===== src/rtl/dual_wr_queue.sv =====
// Two-port write front end: per-port FIFOs feeding a 2-write-port memory, with
// same-address collisions split over two cycles under alternating priority.
// Optional DUAL_WR_QUEUE_CONFLICT_CNT_EN adds an 8-bit saturating collision counter.
module dual_wr_queue #(
    parameter int ADDR_W = 4,
    parameter int DATA_W = 8,
    parameter int DEPTH  = 4
) (
    input  logic                       clock,
    input  logic                       reset,
    input  logic                       in0_valid,
    output logic                       in0_ready,
    input  logic [ADDR_W-1:0]          in0_addr,
    input  logic [DATA_W-1:0]          in0_data,
    input  logic                       in1_valid,
    output logic                       in1_ready,
    input  logic [ADDR_W-1:0]          in1_addr,
    input  logic [DATA_W-1:0]          in1_data,
    output logic                       wr_en0,
    output logic [ADDR_W-1:0]          wr_addr0,
    output logic [DATA_W-1:0]          wr_data0,
    output logic                       wr_en1,
    output logic [ADDR_W-1:0]          wr_addr1,
    output logic [DATA_W-1:0]          wr_data1,
    output logic [$clog2(DEPTH):0]     q0_count,
    output logic [$clog2(DEPTH):0]     q1_count,
    output logic [7:0]                 conflict_cnt
);
    localparam int PW = $clog2(DEPTH);
    localparam int CW = PW + 1;
    localparam int EW = ADDR_W + DATA_W;

    logic [1:0]    in_valid;
    logic [1:0]    push;
    logic [1:0]    pop;
    logic [1:0]    head_valid;
    logic [EW-1:0] in_entry   [2];
    logic [EW-1:0] head_entry [2];
    logic [CW-1:0] count_reg  [2];
    logic          collide;
    logic          pri1_reg;

    assign in_valid    = {in1_valid, in0_valid};
    assign in_entry[0] = {in0_addr, in0_data};
    assign in_entry[1] = {in1_addr, in1_data};

    genvar gi;
    generate
        for (gi = 0; gi < 2; gi++) begin : g_fifo
            logic [EW-1:0] mem [DEPTH];
            logic [PW-1:0] wptr_reg;
            logic [PW-1:0] rptr_reg;
            logic [CW-1:0] count_next;

            // Ready looks only at the registered count, so a same-cycle pop never frees a slot early.
            assign push[gi]       = in_valid[gi] & (count_reg[gi] != CW'(DEPTH));
            assign head_valid[gi] = (count_reg[gi] != '0);
            assign head_entry[gi] = mem[rptr_reg];

            always_comb begin
                count_next = count_reg[gi];
                case ({push[gi], pop[gi]})
                    2'b10:   count_next = count_reg[gi] + CW'(1);
                    2'b01:   count_next = count_reg[gi] - CW'(1);
                    default: count_next = count_reg[gi];
                endcase
            end

            always_ff @(posedge clock or negedge reset) begin
                if (!reset) begin
                    wptr_reg      <= '0;
                    rptr_reg      <= '0;
                    count_reg[gi] <= '0;
                end else begin
                    if (push[gi]) wptr_reg <= wptr_reg + PW'(1);
                    if (pop[gi])  rptr_reg <= rptr_reg + PW'(1);
                    count_reg[gi] <= count_next;
                end
            end

            // Storage carries no reset; entries are only observed while the count says they are live.
            always_ff @(posedge clock) begin
                if (push[gi]) mem[wptr_reg] <= in_entry[gi];
            end
        end
    endgenerate

    always_comb begin
        collide = head_valid[0] & head_valid[1] &
                  (head_entry[0][EW-1:DATA_W] == head_entry[1][EW-1:DATA_W]);
        pop[0]  = head_valid[0] & ~(collide & pri1_reg);
        pop[1]  = head_valid[1] & ~(collide & ~pri1_reg);
    end

    always_ff @(posedge clock or negedge reset) begin
        if (!reset)       pri1_reg <= 1'b0;
        else if (collide) pri1_reg <= ~pri1_reg;
    end

`ifdef DUAL_WR_QUEUE_CONFLICT_CNT_EN
    logic [7:0] conflict_reg;

    always_ff @(posedge clock or negedge reset) begin
        if (!reset)                               conflict_reg <= 8'h00;
        else if (collide && conflict_reg != 8'hFF) conflict_reg <= conflict_reg + 8'h01;
    end

    assign conflict_cnt = conflict_reg;
`else
    assign conflict_cnt = 8'h00;
`endif

    assign in0_ready = (count_reg[0] != CW'(DEPTH));
    assign in1_ready = (count_reg[1] != CW'(DEPTH));
    assign q0_count  = count_reg[0];
    assign q1_count  = count_reg[1];
    assign wr_en0    = pop[0];
    assign wr_en1    = pop[1];
    assign wr_addr0  = head_entry[0][EW-1:DATA_W];
    assign wr_data0  = head_entry[0][DATA_W-1:0];
    assign wr_addr1  = head_entry[1][EW-1:DATA_W];
    assign wr_data1  = head_entry[1][DATA_W-1:0];
endmodule


===== config.mk =====
export PLATFORM = sky130hd
export DESIGN_NAME = dual_wr_queue
export DESIGN_NICKNAME = d
export VERILOG_FILES = /design/src/rtl/dual_wr_queue.sv
export SDC_FILE = /design/constraint.sdc
export NUM_CORES = 1
export LEC_CHECK = 0
export BUFFER_PORTS_ARGS = -buffer_cell sky130_fd_sc_hd__buf_2
export CAP_MARGIN = 20
export CORE_UTILIZATION = 25
export CTS_CLUSTER_SIZE = 8
export DETAILED_ROUTE_END_ITERATION = 16
export PLACE_DENSITY_LB_ADDON = 0.12
export SYNTH_ARGS = -nofsm -noshare
export SYNTH_HDL_FRONTEND = slang
export SYNTH_SLANG_ARGS = --single-unit

===== constraint.sdc =====
create_clock -name clock -period 5.8 [get_ports clock]
set_clock_uncertainty 0.1 [all_clocks]
set_input_delay 0.29 -clock clock [delete_from_list [all_inputs] [get_ports clock]]
set_output_delay 0.29 -clock clock [all_outputs]
set_load 0.03 [all_outputs]

After elaboration in Yosys (flattened, before gate mapping):

Memory sizes are Yosys's and may differ from the RTL's.
Cells that the tools add are included.

* input bits: 28
* RAM bits: 96
* register bits: 15
* word-level logic and storage cells: 45
* memories kept: 2
* output and inout port bits: 42

* reduce and logical (&&, ||, !) cells: 4
* mux-type cells: 6
* bitwise operators: 11
* eq/ne operators: 7
* add/subtract/negate cells: 8

Memories
* g_fifo[0].mem: words 4, width 12, read ports 1, clocked after memory_dff 0, write ports 1, line 50 `logic [EW-1:0] mem [DEPTH];`
* g_fifo[1].mem: words 4, width 12, read ports 1, clocked after memory_dff 0, write ports 1, line 50

Operators by type and width (number)
* 3-bit one-hot mux with 2 select lines: 2
* 2-bit by 1-bit adder with 2-bit output (second input constant): 4
* 1-bit AND: 8
* 3-bit by 1-bit adder with 3-bit output (second input constant): 2
* 3-bit inequality test (second input constant): 2
* 3-bit nonzero test: 2
* 3-bit by 1-bit subtractor with 3-bit output (second input constant): 2
* 2-bit by 1-bit == test with 1-bit output (second input constant): 2
* 2-bit == test (second input constant): 2
* 4-bit == test: 1
* 1-bit two-way mux: 4
* 2-bit nonzero test: 2
* 1-bit inverter: 3

Depth between registers and ports, before layout:

* depth in word-level cells: 8
* depth in mapped cells: 12

Worst setup path after synthesis:

No wires, ideal clock.

* path kind: reg-to-reg
* from: register g_fifo[1].rptr_reg[0]
* to: register count_reg (netlist bit q1_count[2])
* period minus slack after synthesis: 3006 ps
* required time: 5620 ps
* setup slack: 2794 ps
* arrival time: 2826 ps
* cell stages (with the launch flop): 12
* cells stage by stage: dfrtp_1 > buf_4 > mux4_2 > xnor2_1 > nand4_1 > o31a_1 > ha_1 > inv_1 > fa_1 > xor2_1 > nor2_1 > xor2_1

* cells in the longest elaborated chain, start to end: 8
* elaborated cells between the ends (all ways): 10

RTL lines
* from (decl): line 52 `logic [PW-1:0] rptr_reg;`
* from (signal assigned): line 76 `if (pop[gi]) rptr_reg <= rptr_reg + PW'(1);`
* memory 4 x 12 bit *
* via wr_addr1[2]: line 23 `output logic [ADDR_W-1:0] wr_addr1,`
* 4-bit == test *: line 90 `(head_entry[0][EW-1:DATA_W] == head_entry[1][EW-1:DATA_W]);`
* 1-bit AND *: line 89 `collide = head_valid[0] & head_valid[1] &`
* 1-bit AND *: line 92 `pop[1] = head_valid[1] & ~(collide & ~pri1_reg);`
* 1-bit inverter *: line 92
* 1-bit AND *: line 92
* via wr_en1: line 22 `output logic wr_en1,`
* 2-bit by 1-bit == test with 1-bit output or 2-bit == test (tied branches): line 62 `case ({push[gi], pop[gi]})`
* 3-bit one-hot mux with 2 select lines or 2-bit nonzero test (tied branches)
* to (signal, indexed assignment): line 77 `count_reg[gi] <= count_next;`
* to (decl): line 39 `logic [CW-1:0] count_reg [2];`

The timed path passes the listed nets; every way through them passes the cells marked *.
A chain may end at the register's enable or synchronous reset.

Final worst setup path:

* from: register g_fifo[0].rptr_reg[0]
* to: register count_reg (netlist bit q1_count[2])

* cells in the longest elaborated chain, start to end: 8
* elaborated cells between the ends (all ways): 10

RTL lines (line)
* from (decl): 52
* from (signal assigned): 76
* memory 4 x 12 bit *
* 4-bit == test *: 90
* 1-bit AND *: 89
* 1-bit AND *: 92
* 1-bit inverter *: 92
* 1-bit AND *: 92
* 2-bit by 1-bit == test with 1-bit output or 2-bit == test (tied branches): 62
* 3-bit one-hot mux with 2 select lines or 2-bit nonzero test (tied branches)

Every way passes the cells marked *; elsewhere a longest branch is shown, timed or not.

==> metrics.md <==
| Metric | Value |
|---|---|
| Maximum net fanout on the critical path | `14` |
| DRC errors left | `0` |
| Clock slew at reported path FFs | `about 0.07 ns` |
| First-pass GRT wire length | `approximately 13000 um` |
| Achievable frequency | `0.2852 GHz` |
| Number of nets still failing antenna checks after routing | `0` |
| Highest ir drop seen on vdd | `0.0002639 V` |
| Result of the run | `finished, final reports clean` |
| Pin count of the biggest net entering global routing | `20` |
| Clock tree buffer depth | `2` |
| Antenna diodes | `0` |
| Most common cell after layout, fill and taps aside | `edfxtp_1` |
| TritonCTS clock tree | `yes` |
| Number of warnings issued by yosys | `0` |
| Chip Height | `around 140 um` |
| Filler Cell Count | `1694` |
| Crit-path cells | `mux4_2 > xnor2_1 > nand4_1 > o31a_1 > ha_1 > inv_1 > fa_1 > xor2_1 > nor2_1 > xor2_1` |
| WP depth | `10` |
| Global routing's busiest layer | `met2` |
| Startpoint of the most critical register-to-register path | `g_fifo[0].rptr_reg[0]` |
| Commonest non-fill, non-tap cells in the layout | `96 x edfxtp_1, 61 x buf_2, 24 x mux4_2, 15 x dfrtp_1, 13 x inv_1` |
| Largest stage delay on the critical path | `0.93 ns` |
| Worst-skew pair later-pin latency | `roughly 0.34 ns` |
| Setup violations, final | `0` |
| Final #Nets | `329` |
| Data required time at the worst endpoint | `just under 6 ns` |
| Internal Dissipation | `1.858 mW` |
| Flip-flop count of the largest register, all copies and words added | `96` |
| Final wirelength | `~8000 um` |
| Number of pins exceeding their max-slew limit in the final report | `0` |
| FF/Latch Area | `3258 um2` |
| Fraction of power spent switching nets | `0.3796` |
| Starting density of the core | `0.2561` |
| Maximum Capacitance Violations | `0` |
| H-tree lvl count | `3` |
| Growth of design area from synthesis to finish | `18.72%` |
| Antenna violations before repair | `0` |
| Routed length per instance | `~16 um` |
| Cell area after technology mapping | `4444 um2` |
| Number of optimization iterations in the first detailed-route pass | `4` |
| Total congestion overflow after global routing | `0` |
| Min-delay worst type | `input pin to register` |
| Unique cell type count in the Yosys netlist | `30` |
| Origin of the worst setup path | `g_fifo[0].rptr_reg[0]` |
| Setup CP Type | `register to register` |
| Total via count after detailed routing | `2081` |
| TNS Setup | `0 ns` |
| Met3 capacity usage during global routing | `0.02768` |
| Reported net switching power | `between 1 and 1.5 mW` |
| Most repeated library cell on the critical path | `xor2_1` |
| Startpoint class of the critical path | `register` |
| Portion of total power attributed to the clock network | `0.209` |
| Mean Syn Cell Area | `between 15 and 20 um2` |
| Fraction of met1 tracks used by global routing | `0.1270` |
| Core area | `between 15000 and 20000 um2` |
| Dominant delay contributor by cell family on the critical path | `flip-flops` |
| Leading area contributor after synthesis | `edfxtp_1` |
| Port Buffers | `61` |
| Multi-input gate area in the final layout | `1067 um2` |
| Total power divided by cell area | `567.5 nW/um2` |
| Sequential cell area fraction in the yosys report | `0.7331` |
| Crit path capture type | `register` |
| Root buffer selected by CTS | `clkbuf_16` |
| Area share of the largest cell type after synthesis | `0.6486` |
| Worst r2r dst | `q1_count[2]` |
| Most area-consuming cells after synthesis | `edfxtp_1 65%, mux4_2 12%, dfrtp_1 8.4%` |
| Critical path endpoint | `q1_count[2]` |
| Flop2flop setup slack | `around 2.3 ns` |
| Combined global-route utilization of all metal layers | `0.09817` |
| Final core utilization | `0.3040` |
| Number of storage elements in the synthesis netlist | `111` |
| R2R cell count | `10` |
| Fraction of power consumed by combinational cells | `0.377` |
| Number of CTS-inserted buffers | `9` |
| Final weighted congestion of routability-driven global placement | `0.6756` |
| Worst Max-Slew Pin Slew | `0.9129 ns` |
| Total buffers and inverters traversed by the critical path | `1` |
| CTS sink cnt | `111` |
| Per-cell via count in the routed design | `4.010` |
| Met2 capacity usage during global routing | `0.1516` |
| Worst rel slew slack | `0.3914` |
| Area enclosed by the die boundary | `~18000 um2` |
| Via count of the first global-routing pass | `2225` |
| Static Leakage | `1.917 nW` |
| Cell at the slowest stage of the critical path | `dfrtp_1` |
| Horizontal die dimension | `135.3 um` |
| Data arrival at the endpoint of the critical path | `3.63 ns` |
| Cell count after synthesis | `223` |
| Clock period minus worst slack | `3.506 ns` |
| Fraction of final layout cells sized beyond drive strength 1 | `0.3435` |
| Number of hold violations in the final report | `0` |
| Ports placed on the boundary | `70` |
| Part of the cycle the worst path needs | `0.6045` |
| Share of power burned in registers | `0.414` |
| Final Hold Slack | `0.06178 ns` |
| Cell row count | `48` |
| Total power | `2.994 mW` |
| Initial DRC Count | `182` |
| Unrepaired setup endpoints after global routing | `false` |
| Placed wire-length estimate after detailed placement | `5541 um` |
[worst min-delay path by stage]
| stage | start | slack (ns) | cells past startpoint | endpoint |
|---|---|---|---|---|
| after CTS | in1_data[3] | 0.05 | 1 | g_fifo[1].mem[3][3] |
| after floorplan | reset | -0.11 | 0 | g_fifo[0].rptr_reg[0] |
| after global placement | reset | 0.13 | 1 | g_fifo[1].wptr_reg[1] |
| final | in1_data[0] | 0.06 | 1 | g_fifo[1].mem[1][0] |
| after global routing | in1_data[3] | 0.04 | 1 | g_fifo[1].mem[3][3] |
| after detailed placement | reset | 0.14 | 1 | q0_count[2] |
[power groups by stage]
stage | Clock, mW | Sequential [mW] | Combinational (mW)
6_report | 0.626 | 1.24 | 1.13
5_1_grt | 0.682 | 1.28 | 1.23
4_1_cts | 0.642 | 1.25 | 1.16
3_5_place_dp | 0 | 1.27 | 1.16
3_3_place_gp | 0 | 1.27 | 1.16
2_1_floorplan | 0 | 1.19 | 0.909
[cells in the mapped netlist]
cell type / number
edfxtp_1: 96
mux4_2: 24
dfrtp_1: 15
inv_1: 13
ha_1: 10
xnor2_1: 10
buf_4: 9
and3_1: 8
xor2_1: 7
nand2_1: 4
o21ai_1: 3
and2_1: 2
buf_2: 2
fa_1: 2
nand3_1: 2
nor2_1: 2
buf_1: 1
buf_6: 1
clkbuf_1: 1
conb_1: 1
mux2i_1: 1
nand4_1: 1
nor2b_1: 1
nor3_1: 1
nor3b_1: 1
o21ai_0: 1
o21bai_1: 1
o311a_1: 1
o31a_1: 1
or3_1: 1
[routing by layer]
layer	vias to the layer above	part of all wire
met2	42	0.48
met3	10	0.044
li1	979	-
met5	-	0
met1	1050	0.46
met4	0	0.018
[cell type report]
| class | instances | area share |
|---|---|---|
| flip-flops and latches | 111 | 0.6175 |
| multi-input cells | 92 | 0.2023 |
| repair buffers | 62 | 0.05976 |
| well taps | 225 | 0.05336 |
| clock buffers | 9 | 0.04268 |
| clock inverters | 7 | 0.01518 |
| inverters | 13 | 0.009248 |
[worst register-to-register path: stages, from the launching register on]
cell and delay [ns]:
dfrtp_1 0.93, mux4_2 0.65, xnor2_1 0.23, nand4_1 0.25, o31a_1 0.39, ha_1 0.25
inv_1 0.07, fa_1 0.17, xor2_1 0.15, nor2_1 0.06, xor2_1 0.14
[cells by family after synthesis]
| family | count (synthesis) | share of synthesized area |
|---|---|---|
| adder cells (fa/ha/maj) | 12 | 0.03716 |
| multiplexers | 25 | 0.1239 |
| AND/OR/NAND/NOR | 23 | 0.02844 |
| flip-flops | 111 | 0.7331 |
| other | 1 | 0.0008438 |
| XOR/XNOR | 17 | 0.03350 |
| AO/OA/AOI/OAI | 7 | 0.01042 |
| buffers and inverters | 27 | 0.03266 |
[repair_timing]
item / in CTS / in global routing
buffers inserted: 0 / 0
endpoints found under the hold margin: 15 / 0
gates resized for setup: 0 / 0
hold buffers: 1 / 0
[per-stage QoR]
stage	instances	setup WS, ns	instance area, um2
after floorplan	230	2.794	4471
after global placement	502	2.211	4961
after detailed placement	502	2.178	4961
after CTS	519	2.185	5276
after global routing	519	1.909	5276
final	519	2.294	5276
No activity file was read; power rests on OpenSTA's default activity.
